`config.mk`:
```
export PLATFORM = sky130hd
export DESIGN_NAME = jtbubl_sndcomm
export DESIGN_NICKNAME = d
export VERILOG_FILES = /design/src/rtl/jtbubl_sndcomm.sv
export SDC_FILE = /design/constraint.sdc
export NUM_CORES = 1
export LEC_CHECK = 0
export CAP_MARGIN = 30
export CORE_AREA = 2 2 70 52
export CTS_CLUSTER_SIZE = 24
export DETAILED_ROUTE_END_ITERATION = 16
export DIE_AREA = 0 0 72 54
export PLACE_DENSITY = 0.75
export SYNTH_ARGS = -nofsm -noshare
export SYNTH_HDL_FRONTEND = slang
export SYNTH_SLANG_ARGS = --single-unit
```
`constraint.sdc`:
```
create_clock -name clk24 -period 2.1 [get_ports clk24]
set_input_delay 0.42 -clock clk24 [delete_from_list [all_inputs] [get_ports clk24]]
set_output_delay 0.42 -clock clk24 [all_outputs]
set_load 0.02 [all_outputs]
```
`src/rtl/jtbubl_sndcomm.sv`:
```
// ---------------------------------------------------------------------------
// jtbubl_sndcomm
//
// Command/reply mailbox between the main CPU and the sound CPU, plus the
// sound CPU reset sequencer and NMI generation.
//
// Parameters
//   RSTLEN : clk24 cycles of STRETCH after the reset request is released.
//   NMIGAP : clk24 cycles the NMI is held off after each command read.
//
// Ports
//   clk24       in   single clock, everything changes on its rising edge
//   rst         in   synchronous active-high reset
//   main_wr     in   strobe: main CPU wrote main_latch into the command byte
//   main_latch  in   command byte (valid with main_wr)
//   main_rd     in   strobe: main CPU consumed the reply byte
//   snd_rst_in  in   level: main board requests sound CPU reset
//   snd_reply   out  reply byte for the main CPU
//   reply_pend  out  reply written and not yet consumed
//   snd_cs      in   strobe: sound CPU register access
//   snd_rnw     in   1 = read, 0 = write
//   snd_addr    in   0 = data register, 1 = control/status register
//   snd_din     in   sound CPU write data
//   snd_dout    out  sound CPU read data (combinational)
//   snd_nmi_n   out  NMI to sound CPU, active low level
//   snd_rst_n   out  reset to sound CPU, active low
//   overrun     out  sticky: a command was overwritten before being read
// ---------------------------------------------------------------------------
module jtbubl_sndcomm #(
    parameter int RSTLEN = 16,
    parameter int NMIGAP = 4
) (
    input  logic       clk24,
    input  logic       rst,
    input  logic       main_wr,
    input  logic [7:0] main_latch,
    input  logic       main_rd,
    input  logic       snd_rst_in,
    output logic [7:0] snd_reply,
    output logic       reply_pend,
    input  logic       snd_cs,
    input  logic       snd_rnw,
    input  logic       snd_addr,
    input  logic [7:0] snd_din,
    output logic [7:0] snd_dout,
    output logic       snd_nmi_n,
    output logic       snd_rst_n,
    output logic       overrun
);

    localparam int RW = $clog2(RSTLEN) + 1;
    localparam int GW = $clog2(NMIGAP) + 1;

    localparam logic [RW-1:0] RST_LOAD = RW'(RSTLEN - 1);
    localparam logic [GW-1:0] GAP_LOAD = GW'(NMIGAP);

    localparam logic [1:0] ST_RUN     = 2'd0;
    localparam logic [1:0] ST_HOLD    = 2'd1;
    localparam logic [1:0] ST_STRETCH = 2'd2;

    logic [1:0]    state_q,      state_d;
    logic [RW-1:0] rst_cnt_q,    rst_cnt_d;
    logic [7:0]    cmd_q,        cmd_d;
    logic          cmd_pend_q,   cmd_pend_d;
    logic [7:0]    reply_q,      reply_d;
    logic          reply_pend_q, reply_pend_d;
    logic          nmi_en_q,     nmi_en_d;
    logic          overrun_q,    overrun_d;
    logic [GW-1:0] gap_cnt_q,    gap_cnt_d;

    logic run_now_s;
    logic run_next_s;
    logic rd0_s;
    logic wr0_s;
    logic wr1_s;

    // Reset sequencer: hold while requested, then stretch RSTLEN cycles.
    always_comb begin
        state_d   = state_q;
        rst_cnt_d = rst_cnt_q;
        case (state_q)
            ST_RUN: begin
                if (snd_rst_in) begin
                    state_d = ST_HOLD;
                end else begin
                    state_d = ST_RUN;
                end
            end
            ST_HOLD: begin
                if (snd_rst_in) begin
                    state_d = ST_HOLD;
                end else begin
                    state_d   = ST_STRETCH;
                    rst_cnt_d = RST_LOAD;
                end
            end
            ST_STRETCH: begin
                if (snd_rst_in) begin
                    state_d = ST_HOLD;
                end else if (rst_cnt_q == {RW{1'b0}}) begin
                    state_d = ST_RUN;
                end else begin
                    rst_cnt_d = rst_cnt_q - RW'(1);
                end
            end
            default: begin
                state_d = ST_HOLD;
            end
        endcase
    end

    // Sound CPU accesses only count while it is out of reset.
    always_comb begin
        run_now_s  = (state_q == ST_RUN);
        run_next_s = (state_d == ST_RUN);
        rd0_s      = run_now_s & snd_cs &  snd_rnw & ~snd_addr;
        wr0_s      = run_now_s & snd_cs & ~snd_rnw & ~snd_addr;
        wr1_s      = run_now_s & snd_cs & ~snd_rnw &  snd_addr;
    end

    // Mailbox next-state. Flags tied to the sound CPU are forced clear
    // whenever it will be in reset after this edge; a command arriving on
    // the very edge that releases reset is still accepted.
    always_comb begin
        if (main_wr && (run_now_s || run_next_s)) begin
            cmd_d = main_latch;
        end else begin
            cmd_d = cmd_q;
        end

        if (!run_next_s) begin
            cmd_pend_d = 1'b0;
        end else if (main_wr) begin
            cmd_pend_d = 1'b1;
        end else if (rd0_s) begin
            cmd_pend_d = 1'b0;
        end else begin
            cmd_pend_d = cmd_pend_q;
        end

        // A same-cycle read consumes the old byte, so that is not an overrun.
        if (main_wr && run_now_s && cmd_pend_q && !rd0_s) begin
            overrun_d = 1'b1;
        end else if (wr1_s && snd_din[1]) begin
            overrun_d = 1'b0;
        end else begin
            overrun_d = overrun_q;
        end

        if (!run_next_s) begin
            nmi_en_d = 1'b0;
        end else if (wr1_s) begin
            nmi_en_d = snd_din[0];
        end else begin
            nmi_en_d = nmi_en_q;
        end

        // Hold-off after each read forces a fresh NMI falling edge.
        if (!run_next_s) begin
            gap_cnt_d = {GW{1'b0}};
        end else if (rd0_s) begin
            gap_cnt_d = GAP_LOAD;
        end else if (gap_cnt_q != {GW{1'b0}}) begin
            gap_cnt_d = gap_cnt_q - GW'(1);
        end else begin
            gap_cnt_d = gap_cnt_q;
        end

        if (wr0_s) begin
            reply_d      = snd_din;
            reply_pend_d = 1'b1;
        end else if (main_rd) begin
            reply_d      = reply_q;
            reply_pend_d = 1'b0;
        end else begin
            reply_d      = reply_q;
            reply_pend_d = reply_pend_q;
        end
    end

    // State registers with synchronous reset taking priority over all strobes.
    always_ff @(posedge clk24) begin
        if (rst) begin
            state_q      <= ST_HOLD;
            rst_cnt_q    <= {RW{1'b0}};
            cmd_q        <= 8'h00;
            cmd_pend_q   <= 1'b0;
            reply_q      <= 8'h00;
            reply_pend_q <= 1'b0;
            nmi_en_q     <= 1'b0;
            overrun_q    <= 1'b0;
            gap_cnt_q    <= {GW{1'b0}};
        end else begin
            state_q      <= state_d;
            rst_cnt_q    <= rst_cnt_d;
            cmd_q        <= cmd_d;
            cmd_pend_q   <= cmd_pend_d;
            reply_q      <= reply_d;
            reply_pend_q <= reply_pend_d;
            nmi_en_q     <= nmi_en_d;
            overrun_q    <= overrun_d;
            gap_cnt_q    <= gap_cnt_d;
        end
    end

    // Sound CPU read mux.
    always_comb begin
        if (snd_addr) begin
            snd_dout = {4'b0000, overrun_q, nmi_en_q, reply_pend_q, cmd_pend_q};
        end else begin
            snd_dout = cmd_q;
        end
    end

    assign snd_reply  = reply_q;
    assign reply_pend = reply_pend_q;
    assign overrun    = overrun_q;
    assign snd_rst_n  = (state_q == ST_RUN);
    assign snd_nmi_n  = ~(cmd_pend_q & nmi_en_q & (gap_cnt_q == {GW{1'b0}}));

endmodule
```
==> After elaboration in Yosys (flattened, before gate mapping) <==
Index checks and enable logic that the tools add are counted.
W data, S select, Z words.
{ "classes": {"add_sub_neg": 2, "eq_ne": 5, "muxes": 18, "n_bitwise": 12, "n_reduce_logical": 20} }
{ "op_table": {"columns": ["op", "n"], "rows": [
  ["$mux W5", 3],
  ["$pmux W5 S2", 1],
  ["$reduce_bool A2 Y1", 5],
  ["$and A1 B1 Y1", 8],
  ["$mux W8", 1],
  ["$mux W1", 7],
  ["$mux W2", 3],
  ["$mux W3", 2],
  ["$ne A2 B2 Y1 const B", 3],
  ["$pmux W2 S3", 1],
  ["$logic_and A1 B1 Y1", 5],
  ["$logic_not A5 Y1", 1],
  ["$sub A5 B1 Y5 const B", 1],
  ["$logic_not A2 Y1", 2],
  ["$not A1 Y1", 4],
  ["$reduce_and A4 Y1", 1],
  ["$logic_not A3 Y1", 1],
  ["$reduce_bool A3 Y1", 1],
  ["$reduce_or A3 Y1", 1],
  ["$sub A3 B1 Y3 const B", 1],
  ["$eq A2 B1 Y1 const B", 1],
  ["$eq A2 B2 Y1 const B", 1],
  ["$reduce_or A2 Y1", 1],
  ["$logic_not A1 Y1", 1],
  ["$logic_or A1 B1 Y1", 1]
]} }
{ "totals": {"ff_bits": 30, "inputBits": 24, "out_inout_bits": 20, "word_cells": 67} }

==> Logic depth before layout (Yosys ltp) <==
Gate-level depths: netlist of run 1.
{ "logic_depth": {"word_depth": 7, "depth_mapped": 6, "mapped_depth_nobuf": 6} }

==> Worst setup path after synthesis of run 1 <==
OpenSTA, ideal clock, no wires.
{ "synth_path": {"path_kind": "flip-flop to flip-flop", "from": "register rst_cnt_q[0]", "to": "register gap_cnt_q[1]", "arrival_time_ns": 1.692, "required_ns": 2.036, "setup_slack_ns": 0.344, "path_stages_with_launch": 7, "n_path_buf": 0, "synth_period_minus_slack_ns": 1.756, "cell_sequence": "dfxtp_1 > inv_1 > ha_1 > or4b_4 > a2111o_1 > nand2b_4 > nor2_1"} }
{ "synth_between": {"elab_chain_len": 7} }
{ "synth_rtl": {"columns": ["item", "line_no", "rtl"], "rows": [
  ["from (decl)", "62", "logic [RW-1:0] rst_cnt_q, rst_cnt_d;"],
  ["from (signal assigned)", "185", "rst_cnt_q <= {RW{1'b0}};"],
  ["from (signal assigned)", "195", "rst_cnt_q <= rst_cnt_d;"],
  ["$logic_not A5 Y1", "100", "end else if (rst_cnt_q == {RW{1'b0}}) begin"],
  ["$mux W2", "100", null],
  ["$mux W2", "98", "if (snd_rst_in) begin"],
  ["$pmux W2 S3", "81", "case (state_q)"],
  ["$logic_not A2 Y1", "115", "run_next_s = (state_d == ST_RUN);"],
  ["$not A1 Y1 (no line)", null, null],
  ["$reduce_or A3 Y1 (no line)", null, null],
  ["to (signal assigned)", "192", "gap_cnt_q <= {GW{1'b0}};"],
  ["to (signal assigned)", "202", "gap_cnt_q <= gap_cnt_d;"],
  ["to (decl)", "69", "logic [GW-1:0] gap_cnt_q, gap_cnt_d;"]
]} }
No other way between the ends.
A chain may end at the register's enable or synchronous reset.

==> Worst setup path after layout of run 1 <==
{ "layout_path": {"from": "input port snd_addr", "to": "output port snd_dout[3]"} }
{ "layout_between": {"elab_chain_len": 1} }
{ "layout_rtl": {"columns": ["item", "line_no", "rtl"], "rows": [
  ["from (decl)", "43", "input logic snd_addr,"],
  ["$mux W8", "208", "if (snd_addr) begin"],
  ["to (decl)", "45", "output logic [7:0] snd_dout,"]
]} }
No other way between the ends.

==> impl_summary.log, run 1 <==
INFO  metric design_area = 0.001984 sq mm
INFO  metric final_util = 59.94%
INFO  metric route.detailed.vias_per_inst = 5.154
INFO  metric power_per_cell_area = 691.7 mW/mm^2
INFO  metric nets = 229
INFO  metric core_region_area = 0.003311 sq mm
INFO  metric dpl-instance-area = 0.001893 sq mm
INFO  metric flow.area_growth_from_synthesis = 43.79%
INFO  metric synth_fp_nets = 177
INFO  metric clock-sinks = 30
INFO  metric synth_top_area_share = 43.52%
INFO  metric fp.dieH = 54 um
INFO  metric ys_seq_elements = 30
INFO  metric grt_util_all_layers = 17.83%
INFO  metric layout_common_cells = 34 x sky130_fd_sc_hd__clkdlybuf4s50_1, 30 x sky130_fd_sc_hd__dfxtp_1, 25 x sky130_fd_sc_hd__nor2_1
INFO  metric worst_setup_hold_path_clk_slew = 0.06 ns
INFO  metric die-area = 0.003888 sq mm
INFO  metric synthesis.instances = 148
INFO  metric yosysWarningCount = 0
INFO  metric leakagePower = 0.0008354 uW
INFO  metric post_synth_num_cell_types = 31
INFO  metric clock.fmax = 484.4 MHz
INFO  metric grt_max_degree = 24
INFO  metric drtIter0Drc = 85
INFO  metric final-hold-violation-count = 0
INFO  metric insertion_delay = 0.28 ns
INFO  metric most_common_cell_after_layout_fill_and_taps_aside = sky130_fd_sc_hd__clkdlybuf4s50_1
INFO  metric postSynth.topFlopCell = sky130_fd_sc_hd__dfxtp_1
INFO  metric slowest_delay = 0.46 ns
INFO  metric cp.required = 1.68 ns
INFO  metric critPathMaxFanout = 6
INFO  metric max-cap-violations = 0
INFO  metric worst-slew-pin-transition = 0.6108 ns
INFO  metric final_max_slew_viol_count = 0
INFO  metric number_of_buffers_and_inverters_on_the_critical_path = 3
INFO  metric initial_utilization = 41.69%
INFO  metric vias = 1,237
INFO  metric buffer_ports.inserted = 43
INFO  metric yosysTopAreaCell = sky130_fd_sc_hd__dfxtp_1
INFO  metric status = finished, final reports clean
INFO  metric reg2reg_setup_slack = 0.21 ns
INFO  metric slew_headroom = 59.28%
INFO  metric timing.critical_path.max_delay_family = buffers and inverters
INFO  metric syn_area_per_cell = 9.325 sq um
INFO  metric place_inst = 233
INFO  metric grt_antenna_before_repair = 0
INFO  metric cts_post_setup_buffers_inserted = 0
INFO  metric layout_min_cycle_time = 2.064 ns
INFO  metric fp.dieW = 72 um
INFO  metric hpwl_detailed = 2486 um
INFO  metric numCtsBuffers = 5
INFO  metric first_global_vias = 1,139
INFO  metric critPathSlowestCell = sky130_fd_sc_hd__clkdlybuf4s50_1
INFO  metric grt_remaining_overflow = 0
INFO  metric pre_cts_slack = -0.2337 ns
INFO  metric num_antenna_cells = 0
INFO  metric globalplace.congestion = 0.8821
INFO  metric post-route-drc-count = 0
INFO  metric rsz0062_at_grt = false
INFO  metric postRouteWirelength = 3262 um
INFO  metric clk_root_buffer_cell = sky130_fd_sc_hd__clkbuf_8
INFO  metric hold_path.class = register to register
INFO  metric setup_viol_count_final = 0
INFO  metric clock-skew-final = 0.006190 ns
INFO  metric critPathCaptureType = output port
INFO  metric clock_tree.htree_level_count = 2
INFO  metric async_reset_ff_share = 0%
INFO  metric timing.critical_path.cells = clkdlybuf4s50_1, buf_4, mux2_2, clkdlybuf4s15_1
INFO  metric post_drt_wl_per_cell = 13.59 um
INFO  metric fp-row-count = 18
INFO  metric boundaryPins = 44
INFO  metric syn-cell-area = 0.001380 sq mm
INFO  metric ys_top_cells_by_area = sky130_fd_sc_hd__dfxtp_1 44%, sky130_fd_sc_hd__mux2i_1 12%, sky130_fd_sc_hd__nor2_1 6.8%, sky130_fd_sc_hd__ha_1 4.5%, sky130_fd_sc_hd__a21oi_1 3.6%
INFO  metric clock_tree_from_tritoncts = yes
INFO  metric final-instance-count-excl-fill = 240
INFO  metric layout-drive-gt1-share = 12.50%
INFO  metric max-vdd-ir-drop = 0.3730 mV
INFO  metric fin_total_pwr = 1373 uW
INFO  metric ant_nets = 0
INFO  metric clock_tree.buffer_depth = 2
INFO  metric post_cts_hold_buffers = 0
INFO  metric drt_first_pass_iters = 4
INFO  metric grt_first_pass_wirelength = 5126 um
INFO  metric critPathKind = input pin to output port
INFO  metric setup.worst_path.start_class = input pin
INFO  metric crit_arrival = 1.64 ns
INFO  metric synth_sequential_area_ratio = 43.52%
INFO  metric synth-edff-count = 0
INFO  metric final.period_utilization = 98.30%
INFO  metric final.setup.worst_slack = 0.03562 ns
-- per-layer routing --
layer | vias up | share of wire [%] | GRT usage (%) | routed length, um
met5 | - | 0 | 0 | 0
met1 | 569 | 46 | 21.92 | 1500
li1 | 615 | - | - | -
met4 | 0 | 2.3 | 10.69 | 76
met3 | 10 | 5.5 | 5.056 | 180
met2 | 43 | 46 | 28.24 | 1505
-- per-stage QoR --
step / hold slack, ns / setup TNS (ns)
after global routing: 0.5292 / 0
after global placement: 0.4677 / -1.534
final: 0.4974 / 0
after detailed placement: 0.4853 / -1.642
after floorplan: 0.4464 / 0
after CTS: 0.5001 / 0
-- where the power goes --
part / switching (uW) / leakage, uW / internal (uW) / total, uW
Clock: 211 / 0.0000573 / 379 / 590
Combinational: 78.5 / 0.000534 / 96.4 / 175
Sequential: 19.3 / 0.000244 / 588 / 608
Total: 309 / 0.000835 / 1060 / 1370
-- worst register-to-register path, stage by stage, from the launching register on --
cell and delay (ns):
sky130_fd_sc_hd__dfxtp_1 0.33, sky130_fd_sc_hd__inv_1 0.09, sky130_fd_sc_hd__ha_1 0.18, sky130_fd_sc_hd__or4b_4 0.49
sky130_fd_sc_hd__a2111o_1 0.49, sky130_fd_sc_hd__nand2b_4 0.17, sky130_fd_sc_hd__nor2_1 0.09
-- synthesized netlist by cell type (2+ instances only) --
master                     count
sky130_fd_sc_hd__dfxtp_1      30
sky130_fd_sc_hd__nor2_1       25
sky130_fd_sc_hd__mux2i_1      17
sky130_fd_sc_hd__a21oi_1      10
sky130_fd_sc_hd__inv_1         9
sky130_fd_sc_hd__nand3_1       6
sky130_fd_sc_hd__nor2b_1       6
sky130_fd_sc_hd__ha_1          5
sky130_fd_sc_hd__nand2_1       5
sky130_fd_sc_hd__mux2_2        4
sky130_fd_sc_hd__a211oi_1      3
sky130_fd_sc_hd__clkbuf_1      3
sky130_fd_sc_hd__nor4b_1       3
sky130_fd_sc_hd__nand2b_1      2
sky130_fd_sc_hd__nor3_1        2
sky130_fd_sc_hd__nor3b_1       2
sky130_fd_sc_hd__o21ai_0       2
-- layout make-up --
class | count | area, sq um
clock inverter | 1 | 30.03
multi-input combinational | 104 | 725.7
sequential | 30 | 600.6
timing repair buffer | 50 | 461.7
fill | 277 | 1326
tap | 40 | 50.05
inverter | 9 | 33.78
clock buffer | 6 | 82.58
-- path summary, 6_finish.rpt --
kind / startpoint / end / cells past startpoint
worst max-delay path: snd_addr / snd_dout[3] / 4
worst min-delay path: nmi_en_q$_SDFFE_PP0P_ / nmi_en_q$_SDFFE_PP0P_ / 2
worst max register to register: rst_cnt_q[0]$_SDFFE_PP0P_ / gap_cnt_q[1]$_SDFFE_PP0P_ / 6
worst min register to register: nmi_en_q$_SDFFE_PP0P_ / nmi_en_q$_SDFFE_PP0P_ / 2
-- state kept, by name, indices dropped and copies added, names as in the netlist --
register / count
gap_cnt_q: 3
nmi_en_q: 1
cmd_q: 8
reply_pend: 1
snd_reply: 8
overrun: 1
rst_cnt_q: 5
state_q: 2
cmd_pend_q: 1
-- timing repair --
item	CTS	global route
resized for setup	13	3
endpoints found under the setup margin	9	3
hold endpoints to repair	0	0
-- logic make-up after synthesis --
family	share of synthesized area [%]
flip-flops	43.52
AND/OR/NAND/NOR	22.94
multiplexers	15.59
adder cells (fa/ha/maj)	4.533
AO/OA/AOI/OAI	8.885
XOR/XNOR	0.6347
buffers and inverters	3.898
No activity file was read; power rests on OpenSTA's default activity.
==> inputs of run 2 (changes only) <==
--- a/config.mk
+++ b/config.mk
@@ -10,6 +10,7 @@
 export CTS_CLUSTER_SIZE = 24
 export DETAILED_ROUTE_END_ITERATION = 16
 export DIE_AREA = 0 0 72 54
+export MAX_ROUTING_LAYER = met4
 export PLACE_DENSITY = 0.75
 export SYNTH_ARGS = -nofsm -noshare
 export SYNTH_HDL_FRONTEND = slang
==> impl_summary.log, run 2 (synthesized netlist as in run 1, its figures left out) <==
INFO  metric core_region_area = 0.003311 sq mm
INFO  metric worst_setup_path_endpoint = snd_dout[7]
INFO  metric clock_tree.htree_level_count = 2
INFO  metric grt_util_all_layers = 18.85%
INFO  metric critPathKind = input pin to output port
INFO  metric layout_common_cells = 34 x sky130_fd_sc_hd__clkdlybuf4s50_1, 30 x sky130_fd_sc_hd__dfxtp_1, 25 x sky130_fd_sc_hd__nor2_1
INFO  metric fp-row-count = 18
INFO  metric clock-sinks = 30
INFO  metric flow.area_growth_from_synthesis = 41.98%
INFO  metric boundaryPins = 44
INFO  metric initial_utilization = 41.69%
INFO  metric max-cap-violations = 0
INFO  metric setup.worst_path.start_class = input pin
INFO  metric critical_path.startpoint = snd_addr
INFO  metric critical_path.reg2reg.endpoint = gap_cnt_q[1]$_SDFFE_PP0P_
INFO  metric status = finished, final reports clean
INFO  metric first_global_vias = 1,125
INFO  metric most_common_cell_after_layout_fill_and_taps_aside = sky130_fd_sc_hd__clkdlybuf4s50_1
INFO  metric power_per_cell_area = 643.5 mW/mm^2
INFO  metric max-vdd-ir-drop = 0.4379 mV
INFO  metric cp.required = 1.68 ns
INFO  metric final_util = 59.18%
INFO  metric grtUsageMet2 = 28.24%
INFO  metric insertion_delay = 0.28 ns
INFO  metric worst-slew-pin-transition = 0.6107 ns
INFO  metric final.period_utilization = 95.67%
INFO  metric tns = 0 ns
INFO  metric place_inst = 233
INFO  metric hpwl_detailed = 2455 um
INFO  metric final_max_slew_viol_count = 0
INFO  metric final.setup.worst_slack = 0.09091 ns
INFO  metric route.detailed.vias_per_inst = 5.199
INFO  metric vias = 1,253
INFO  metric grt_most_used_layer = met2
INFO  metric post_drt_wl_per_cell = 13.95 um
INFO  metric nets = 229
INFO  metric critPathCaptureType = output port
INFO  metric globalplace.congestion = 0.9133
INFO  metric buffer_ports.inserted = 43
INFO  metric post_cts_hold_buffers = 0
INFO  metric numCtsBuffers = 5
INFO  metric reg2reg_setup_slack = 0.20 ns
INFO  metric layout_min_cycle_time = 2.009 ns
INFO  metric grt_antenna_before_repair = 0
INFO  metric grt_max_degree = 24
INFO  metric postRouteWirelength = 3363 um
INFO  metric clock_tree_from_tritoncts = yes
INFO  metric slew_headroom = 59.29%
INFO  metric leakagePower = 0.0008286 uW
INFO  metric critPathMaxFanout = 6
INFO  metric fin_total_pwr = 1261 uW
INFO  metric clock-skew-final = 0.004445 ns
INFO  metric setup_viol_count_final = 0
INFO  metric final-hold-violation-count = 0
INFO  metric clock.fmax = 497.7 MHz
INFO  metric drtIter0Drc = 162
INFO  metric layout-drive-gt1-share = 12.94%
INFO  metric grt_first_pass_wirelength = 5278 um
INFO  metric use_met1 = 23.90%
INFO  metric clk_root_buffer_cell = sky130_fd_sc_hd__clkbuf_8
INFO  metric fp.dieW = 72 um
INFO  metric clock_tree.buffer_depth = 2
INFO  metric rr_startpoint = rst_cnt_q[0]$_SDFFE_PP0P_
INFO  metric num_antenna_cells = 0
INFO  metric drt_first_pass_iters = 4
INFO  metric crit_arrival = 1.59 ns
INFO  metric rsz0062_at_grt = false
INFO  metric grt_remaining_overflow = 0
INFO  metric globalRouteMet3Util = 6.180%
INFO  metric final-instance-count-excl-fill = 241
INFO  metric ant_nets = 0
INFO  metric die-area = 0.003888 sq mm
INFO  metric hold_path.class = register to register
INFO  metric post-route-drc-count = 0
INFO  metric pre_cts_slack = -0.2224 ns
INFO  metric fp.dieH = 54 um
INFO  metric worst_setup_hold_path_clk_slew = 0.06 ns
INFO  metric register_to_register_path_depth = 6
## run 2: cell types whose count changed in the layout (fill, tap and decap cells not counted), sizes merged
cell         before  now
dlygate4sd2       5    4
clkbuf            9   11
clkinv            0    1
bufinv            1    0
## run 2: worst min-delay path by stage
stage | end | slack, ns | cells past startpoint | startpoint
3_3_place_gp | gap_cnt_q[1]$_SDFFE_PP0P_ | 0.47 | 2 | gap_cnt_q[1]$_SDFFE_PP0P_
5_1_grt | nmi_en_q$_SDFFE_PP0P_ | 0.51 | 2 | nmi_en_q$_SDFFE_PP0P_
6_report | snd_reply[6]$_SDFFE_PP0P_ | 0.49 | 2 | snd_reply[6]$_SDFFE_PP0P_
4_1_cts | nmi_en_q$_SDFFE_PP0P_ | 0.50 | 2 | nmi_en_q$_SDFFE_PP0P_
2_1_floorplan | nmi_en_q$_SDFFE_PP0P_ | 0.45 | 2 | nmi_en_q$_SDFFE_PP0P_
3_5_place_dp | gap_cnt_q[1]$_SDFFE_PP0P_ | 0.48 | 2 | gap_cnt_q[1]$_SDFFE_PP0P_
## run 2: stage by stage
stage | area, sq um | hold WS [ns]
after floorplan | 1380 | 0.4464
after global placement | 1893 | 0.4680
after detailed placement | 1893 | 0.4830
after CTS | 1978 | 0.4962
after global routing | 1959 | 0.5104
final | 1959 | 0.4932
## run 2: critical path, stage by stage
cell and delay [ns]:
sky130_fd_sc_hd__clkdlybuf4s50_1 0.40, sky130_fd_sc_hd__buf_4 0.17, sky130_fd_sc_hd__buf_4 0.15, sky130_fd_sc_hd__nor2b_1 0.11, sky130_fd_sc_hd__dlygate4sd2_1 0.34
## run 2: power by group
part           internal, uW  switching [uW]  leakage, uW  total [uW]
Combinational          96.5            81.1     0.000536         178
Clock                   264             211    0.0000482         475
Sequential              588            19.5     0.000244         608
## run 2: repair_timing
action	in CTS	in global routing
endpoints found under the setup margin	9	5
setup buffers	0	0
hold endpoints to repair	0	0
gates resized for setup	13	5
gates cloned	0	0
## run 2: routing by layer
layer	wire, um	vias to the layer above
li1	-	620
met4	20	0
met2	1575	52
met3	205	2
met1	1561	579
met5	0	-
## run 2: layout make-up
cell class,instances,area [sq um]
repair buffers,50,457.9
clock inverters,1,5.005
multi-input cells,104,725.7
inverters,9,33.78
clock buffers,7,86.33
fillers,284,1351
flip-flops and latches,30,600.6
well taps,40,50.05
